===== config.mk =====
export PLATFORM = sky130hd
export DESIGN_NAME = cc_miss_fill_ctrl
export DESIGN_NICKNAME = d
export VERILOG_FILES = /design/src/rtl/cc_miss_fill_ctrl.sv
export SDC_FILE = /design/constraint.sdc
export NUM_CORES = 2
export LEC_CHECK = 0
export BUFFER_PORTS_ARGS = -buffer_cell sky130_fd_sc_hd__buf_2
export CAP_MARGIN = 20
export CORE_AREA = 4 4 492 494
export DETAILED_ROUTE_END_ITERATION = 7
export DIE_AREA = 0 0 496 498
export PLACE_DENSITY = 0.36
export SYNTH_ARGS = -nofsm -noshare
export SYNTH_HDL_FRONTEND = slang
export SYNTH_SLANG_ARGS = --single-unit

===== constraint.sdc =====
create_clock -name clk -period 2.5 [get_ports clk]
set_clock_uncertainty 0.05 [all_clocks]
set_input_delay 0.375 -clock clk [delete_from_list [all_inputs] [get_ports clk]]
set_output_delay 0.375 -clock clk [all_outputs]
set_load 0.01 [all_outputs]

===== src/rtl/cc_miss_fill_ctrl.sv =====
// Cache hit-return / miss-fill controller: serves hits straight from the data-SRAM line,
// fetches missing lines with an 8-beat burst, writes tag+data SRAMs, then returns the word.
module cc_miss_fill_ctrl #(
  parameter int BEATS  = 8,
  parameter int ADDR_W = 32
) (
  input  logic                 clk,
  input  logic                 rst_n,
  input  logic                 hit_i,
  input  logic                 miss_i,
  input  logic [16:0]          tag_i,
  input  logic [8:0]           index_i,
  input  logic [5:0]           offset_i,
  input  logic [511:0]         rdata_data_i,
  output logic                 busy_o,
  output logic [63:0]          inct_rdata_o,
  output logic                 inct_rvalid_o,
  input  logic                 inct_rready_i,
  output logic [ADDR_W-1:0]    mem_araddr_o,
  output logic                 mem_arvalid_o,
  input  logic                 mem_arready_i,
  input  logic [63:0]          mem_rdata_i,
  input  logic                 mem_rvalid_i,
  input  logic                 mem_rlast_i,
  output logic                 mem_rready_o,
  output logic                 wren_tag_o,
  output logic [17:0]          wdata_tag_o,
  output logic                 wren_data_o,
  output logic [511:0]         wdata_data_o,
  output logic [8:0]           windex_o
);

  localparam int TAG_W  = 17;
  localparam int IDX_W  = 9;
  localparam int OFF_W  = 6;
  localparam int WORD_W = 64;
  localparam int CNT_W  = $clog2(BEATS);

  typedef enum logic [2:0] {
    IDLE,
    MEM_REQ,
    MEM_DATA,
    FILL,
    SERVE
  } state_t;

  state_t state_reg, state_next;

  logic [TAG_W-1:0]              tag_reg;
  logic [IDX_W-1:0]              index_reg;
  logic [CNT_W-1:0]              sel_reg;
  logic [CNT_W-1:0]              beat_cnt_reg;
  logic [BEATS-1:0][WORD_W-1:0]  line_reg;
  logic [WORD_W-1:0]             rdata_reg;
  logic [WORD_W-1:0]             hit_word [BEATS];
  logic [CNT_W-1:0]              offset_sel;

  logic latch_miss;
  logic latch_hit;
  logic cnt_clear;
  logic beat_accept;
  logic is_fill;

  // rlast is deliberately ignored (the burst length is fixed) and offset[2:0] never selects anything.
  logic unused_inputs;
  assign unused_inputs = &{1'b0, mem_rlast_i, offset_i[OFF_W-CNT_W-1:0]};

  assign offset_sel = offset_i[OFF_W-1:OFF_W-CNT_W];

  genvar gi;
  generate
    for (gi = 0; gi < BEATS; gi++) begin : g_hit_word
      assign hit_word[gi] = rdata_data_i[gi*WORD_W +: WORD_W];
    end
  endgenerate

  always_ff @(posedge clk) begin
    if (!rst_n) begin
      state_reg <= IDLE;
    end else begin
      state_reg <= state_next;
    end
  end

  always_comb begin
    state_next    = state_reg;
    latch_miss    = 1'b0;
    latch_hit     = 1'b0;
    cnt_clear     = 1'b0;
    beat_accept   = 1'b0;
    is_fill       = 1'b0;
    mem_arvalid_o = 1'b0;
    mem_rready_o  = 1'b0;
    inct_rvalid_o = 1'b0;
    case (state_reg)
      IDLE: begin
        // A miss takes priority when the tag stage flags both.
        if (miss_i) begin
          latch_miss = 1'b1;
          state_next = MEM_REQ;
        end else if (hit_i) begin
          latch_hit  = 1'b1;
          state_next = SERVE;
        end
      end
      MEM_REQ: begin
        mem_arvalid_o = 1'b1;
        if (mem_arready_i) begin
          cnt_clear  = 1'b1;
          state_next = MEM_DATA;
        end
      end
      MEM_DATA: begin
        mem_rready_o = 1'b1;
        if (mem_rvalid_i) begin
          beat_accept = 1'b1;
          if (beat_cnt_reg == CNT_W'(BEATS - 1)) begin
            state_next = FILL;
          end
        end
      end
      FILL: begin
        is_fill    = 1'b1;
        state_next = SERVE;
      end
      SERVE: begin
        inct_rvalid_o = 1'b1;
        if (inct_rready_i) begin
          state_next = IDLE;
        end
      end
      default: begin
        state_next = IDLE;
      end
    endcase
  end

  always_ff @(posedge clk) begin
    if (!rst_n) begin
      tag_reg      <= '0;
      index_reg    <= '0;
      sel_reg      <= '0;
      beat_cnt_reg <= '0;
      line_reg     <= '0;
      rdata_reg    <= '0;
    end else begin
      if (latch_miss) begin
        tag_reg   <= tag_i;
        index_reg <= index_i;
        sel_reg   <= offset_sel;
      end
      if (cnt_clear) begin
        beat_cnt_reg <= '0;
      end else if (beat_accept) begin
        beat_cnt_reg <= beat_cnt_reg + 1'b1;
      end
      if (beat_accept) begin
        line_reg[beat_cnt_reg] <= mem_rdata_i;
      end
      if (latch_hit) begin
        rdata_reg <= hit_word[offset_sel];
      end else if (is_fill) begin
        rdata_reg <= line_reg[sel_reg];
      end
    end
  end

  assign busy_o       = (state_reg != IDLE);
  assign inct_rdata_o = rdata_reg;
  assign mem_araddr_o = {tag_reg, index_reg, {OFF_W{1'b0}}};

  // SRAM write bus is only meaningful during the single FILL cycle; zero elsewhere.
  assign wren_tag_o   = is_fill;
  assign wren_data_o  = is_fill;
  assign wdata_tag_o  = is_fill ? {1'b1, tag_reg} : '0;
  assign wdata_data_o = is_fill ? line_reg : '0;
  assign windex_o     = is_fill ? index_reg : '0;

endmodule


---- Yosys cells after proc, flatten, opt, wreduce, memory -nomap -nowiden ----
Index checks and enable logic that the tools add are counted.
word-level totals
  input port bits ......................... 616
  word-level logic and storage cells ...... 70
  output and inout bits ................... 641
  register bits ........................... 611
cells by class
  magnitude comparators ................... 4
  eq/ne operators ......................... 10
  reductions and logical operators ........ 6
  muxes and demuxes ....................... 33
  $add $sub $neg .......................... 1
  bitwise operators ....................... 2
operators by type and width
  cell                 count
  $bwmux 512           1
  $mux 512             1
  $bmux 64 s3          2
  $mux 64              6
  $demux 64 s3         1
  $mux 18              1
  $mux 3               6
  $pmux 3 s5           1
  $mux 1               13
  $mux 9               1
  $lt 3x4->1 const B   2
  $ne 2x2->1 const B   4
  $eq 3x2->1 const B   2
  $eq 3x3->1 const B   2
  $reduce_and 5->1     1
  $ge 4x4->1 const B   1
  $not 3->4            1
  $add 3x1->3 const B  1
  $eq 3x1->1 const B   1
  $ge 3x1->1 const B   1
  $logic_not 3->1      1
  $ne 3x3->1 const B   1
  $reduce_bool 3->1    1
  $reduce_bool 2->1    1
  other kinds (3)      3

---- Logic depth before layout (Yosys ltp) ----
  word-level depth ........................ 5
  gate-level depth with buffers ........... 8
  mapped depth without buffers ............ 6

---- Worst setup path after synthesis ----
No wires, ideal clock.
  path kind ............................... register to output
  start ................................... reg state_reg[1]
  end ..................................... out wdata_data_o[0]
  slack ................................... 0.606 ns
  stages on the path, launching flop included .. 6
  arrival ................................. 1.469 ns
  buffers on the path ..................... 3
  data required time ...................... 2.075 ns
  cells stage by stage .................... dfxtp_1 -> and3b_1 -> buf_2 -> clkbuf_1 -> clkbuf_1 -> and2_1
on the way
  longest elaborated chain between the ends .. 3
ends and longest elaborated chain
  what                    RTL line  source
  from (decl)             47        state_t state_reg, state_next;
  from (signal assigned)  81        state_reg <= state_next;
  $eq 3x2->1              95        case (state_reg)
  $mux 1                  95
  $mux 512                176       assign wdata_data_o = is_fill ? line_reg : '0;
  to (decl)               29        output logic [511:0] wdata_data_o,
No other way between the ends.

---- Worst setup path in the final report ----
  start ................................... reg state_reg[2]
  end ..................................... out wdata_data_o[128]
Same word-level chain as after synthesis.

==> results.md <==
- Status: complete, but fails checks
- Failing checks: negative setup slack
- Cell count after placement: 8021
- Drt total wl: 216.3 mm
- Mapped Avg Cell Area: 8.739 um2
- First-pass GRT wire length: 287.3 mm
- RSZ-0062 raised after global routing: yes
- Final worst setup slack: -0.3055 ns
- Synthesized instance count: 3816
- Initial antenna violation count: 35
- FF+latch area: 12250 um2
- Most common cell after layout, fill and taps aside: nand2_1
- I/O pins: 1257
- Die Width: 496 um
- P&R area growth vs syn: 52.40%
- Cell variety after synth: 40
- YS warnings: 0
- Post-synth top area cell: dfxtp_1
- Min-Delay Path Class: in -> reg
- Power Density: 541.6 nW/um2
- Startpoint Class: flip-flop
- Die height: 498 um
- Port Buffers: 1246
- Final period util: 112.2%
- Number of fill cells: 26340
- Max FO, Critical Path: 7
- Htree depth: 3
- Final setup vio count: 540
- # Max-Cap Violations: 0
- Vias in the first global route: 34050
- CP cell instances: and3b_4 -> buf_12 -> buf_16 -> buf_12 -> bufbuf_16 -> and2_4 -> buf_6
- Largest net degree at the start of global routing: 67
- CP max stage cell: and3b_4
- CP delay by family, top: buffers and inverters
- Routed WL per cell: 25.88 um
- CTS Sinks: 611
- Pre-Repair DR Iteration Count: 5
- Worst Tran Pin Value: 0.7382 ns
- Slowest stage delay, CP: 0.36 ns
- Post-route cell area: 50820 um2
- Clock Tree Buf Depth: 3
- Placement Cell Area: 43680 um2
- Min cycle time layout: 2.806 ns
- Slew headroom: 50.78%
- Buf+Inv Stages, Crit Path: 5
- Worst path arrival time: 2.38 ns
- Die ar.: 247000 um2
- Max VDD drop: 0.4058 mV
- Req. time, crit path: 2.08 ns
- Layout Nets: 5737
- Most used cell, CP: buf_12
- Layout cells sized above 1: 41.28%
- Placeable Area: 237400 um2
- Max FFs per register: 512
- Residual DRC: 0
- Footprint of the multi-input gates: 19430 um2
- Gr usage total: 16.30%
- Fin Hold WS: 0.1328 ns
- Total power: 27520 uW
- Worst-path clk slew: 0.06 ns
- Clock root buffer: clkbuf_16
- Total CTS buffers: 85
- Grt ovf: 0
- CTS tree: built
- Hold Fails Final Rpt: 0
- Setup TNS: -110.25 ns
- Latest clock arrival within the worst-skew pair: 0.70 ns
- Non-filler instance count after layout: 8359
- Starting density of the core: 14.05%
- GP Congestion: 0.8880
- Most frequent cells in the layout: nand2_1 (1218), buf_2 (1040), dfxtp_1 (605)
- Max Clock Freq: 356.4 MHz
- Pins Over Slew Limit: 0
- # rows: 179
- Crit Path Category: reg -> out
- Yosys reg bits: 611
- Sequential area share after synthesis: 36.68%
- Routed vias: 34580
- Setup crit end kind: output port
- Initial DRC count: 2566
- Leakage: 0.02005 uW
- Vias per cell: 4.137
- Syn Std Cell Area: 33350 um2
- Post-synth top area share: 36.68%
- Synth top area cells: dfxtp_1 (37%), mux4_2 (17%), nand2_1 (14%)
- HPWL Detailed: 157.0 mm
- Routed Antenna Nets: 0
-- routing by layer --
layer / track usage (%) / share of wire, % / vias to the layer above
met3: 3.816 / 7.8 / 205
met4: 4.095 / 2.1 / 4
met2: 26.96 / 48 / 1536
li1: - / - / 15560
met5: 0 / 0.012 / -
met1: 21.28 / 42 / 17280
-- worst reg2reg max path, cell delays in order (launching register included) --
cell	delay [ns]
dfxtp_4	0.38
and3b_4	0.24
buf_12	0.16
buf_4	0.14
buf_12	0.15
buf_4	0.20
or2_4	0.39
buf_12	0.28
o2111a_1	0.34
-- synth_stat cells (all sizes together) --
| cell type | number |
|---|---|
| nand2 | 1218 |
| dfxtp | 611 |
| a21oi | 546 |
| and2 | 539 |
| mux4 | 255 |
| buf | 225 |
| clkbuf | 180 |
| mux2i | 129 |
| o2111a | 63 |
| nor3 | 7 |
| nor3b | 6 |
| or3 | 6 |
| nor2 | 4 |
| inv | 3 |
| and3 | 2 |
| ha | 2 |
| nand2b | 2 |
| nand3 | 2 |
| o21ai | 2 |
| a211o | 1 |
| a21o | 1 |
| a22oi | 1 |
| a311oi | 1 |
| and3b | 1 |
| conb | 1 |
| mux2 | 1 |
| nand4bb | 1 |
| nor2b | 1 |
| nor4bb | 1 |
| o21a | 1 |
| o21bai | 1 |
| o311ai | 1 |
| or2 | 1 |
-- final cells by class --
cell class / count / area share, %
sequential: 611 / 24.11
clock inverter: 27 / 0.6475
antenna: 10 / 0.04924
multi-input combinational: 2802 / 38.23
tap: 3167 / 7.797
clock buffer: 123 / 4.764
inverter: 3 / 0.03693
timing repair buffer: 1616 / 24.36
-- cell families after synthesis --
| logic type | count (synthesis) | synth area share [%] |
|---|---|---|
| flip-flops | 611 | 36.68 |
| AND/OR/NAND/NOR | 1791 | 24.73 |
| other | 1 | 0.01124 |
| AO/OA/AOI/OAI | 618 | 10.53 |
| multiplexers | 385 | 21.13 |
| buffers and inverters | 408 | 6.843 |
| adder cells (fa/ha/maj) | 2 | 0.07503 |
-- final timing paths --
path | startpoint | endpoint | slack [ns] | cells past startpoint
min reg2reg | line_reg[295]$_SDFFE_PN0P_ | line_reg[295]$_SDFFE_PN0P_ | 0.41 | 2
max reg2reg | state_reg[1]$_SDFFE_PN0P_ | inct_rdata_o[12]$_SDFFE_PN0P_ | 0.06 | 8
min | hit_i | state_reg[0]$_SDFFE_PN0P_ | 0.13 | 4
max | state_reg[2]$_SDFFE_PN0P_ | wdata_data_o[128] | -0.31 | 7
-- repair_timing --
action                                 4_1_cts  5_1_grt
setup endpoints to repair                  541      542
gates cloned                                11       30
buffers inserted                             8       39
endpoints found under the hold margin      544        0
resized for setup                          116      463
hold buffers                                92        0
pin swaps                                    6        7
-- stage by stage --
stage,util [%],worst slack (ns)
finish,21.41,-0.3055
global route,21.40,-0.4084
CTS,20.29,-0.4169
detailed placement,18.40,0.03157
global placement,18.40,0.02537
floorplan,-,0.6062
-- power breakdown --
| group | switching, uW | total (uW) | internal [uW] |
|---|---|---|---|
| combinational | 2690 | 4880 | 2190 |
| sequential | 245 | 10300 | 10000 |
| clock | 5180 | 12400 | 7170 |
| total | 8110 | 27500 | 19400 |
Note: power is estimated with default switching activity, not from simulation.
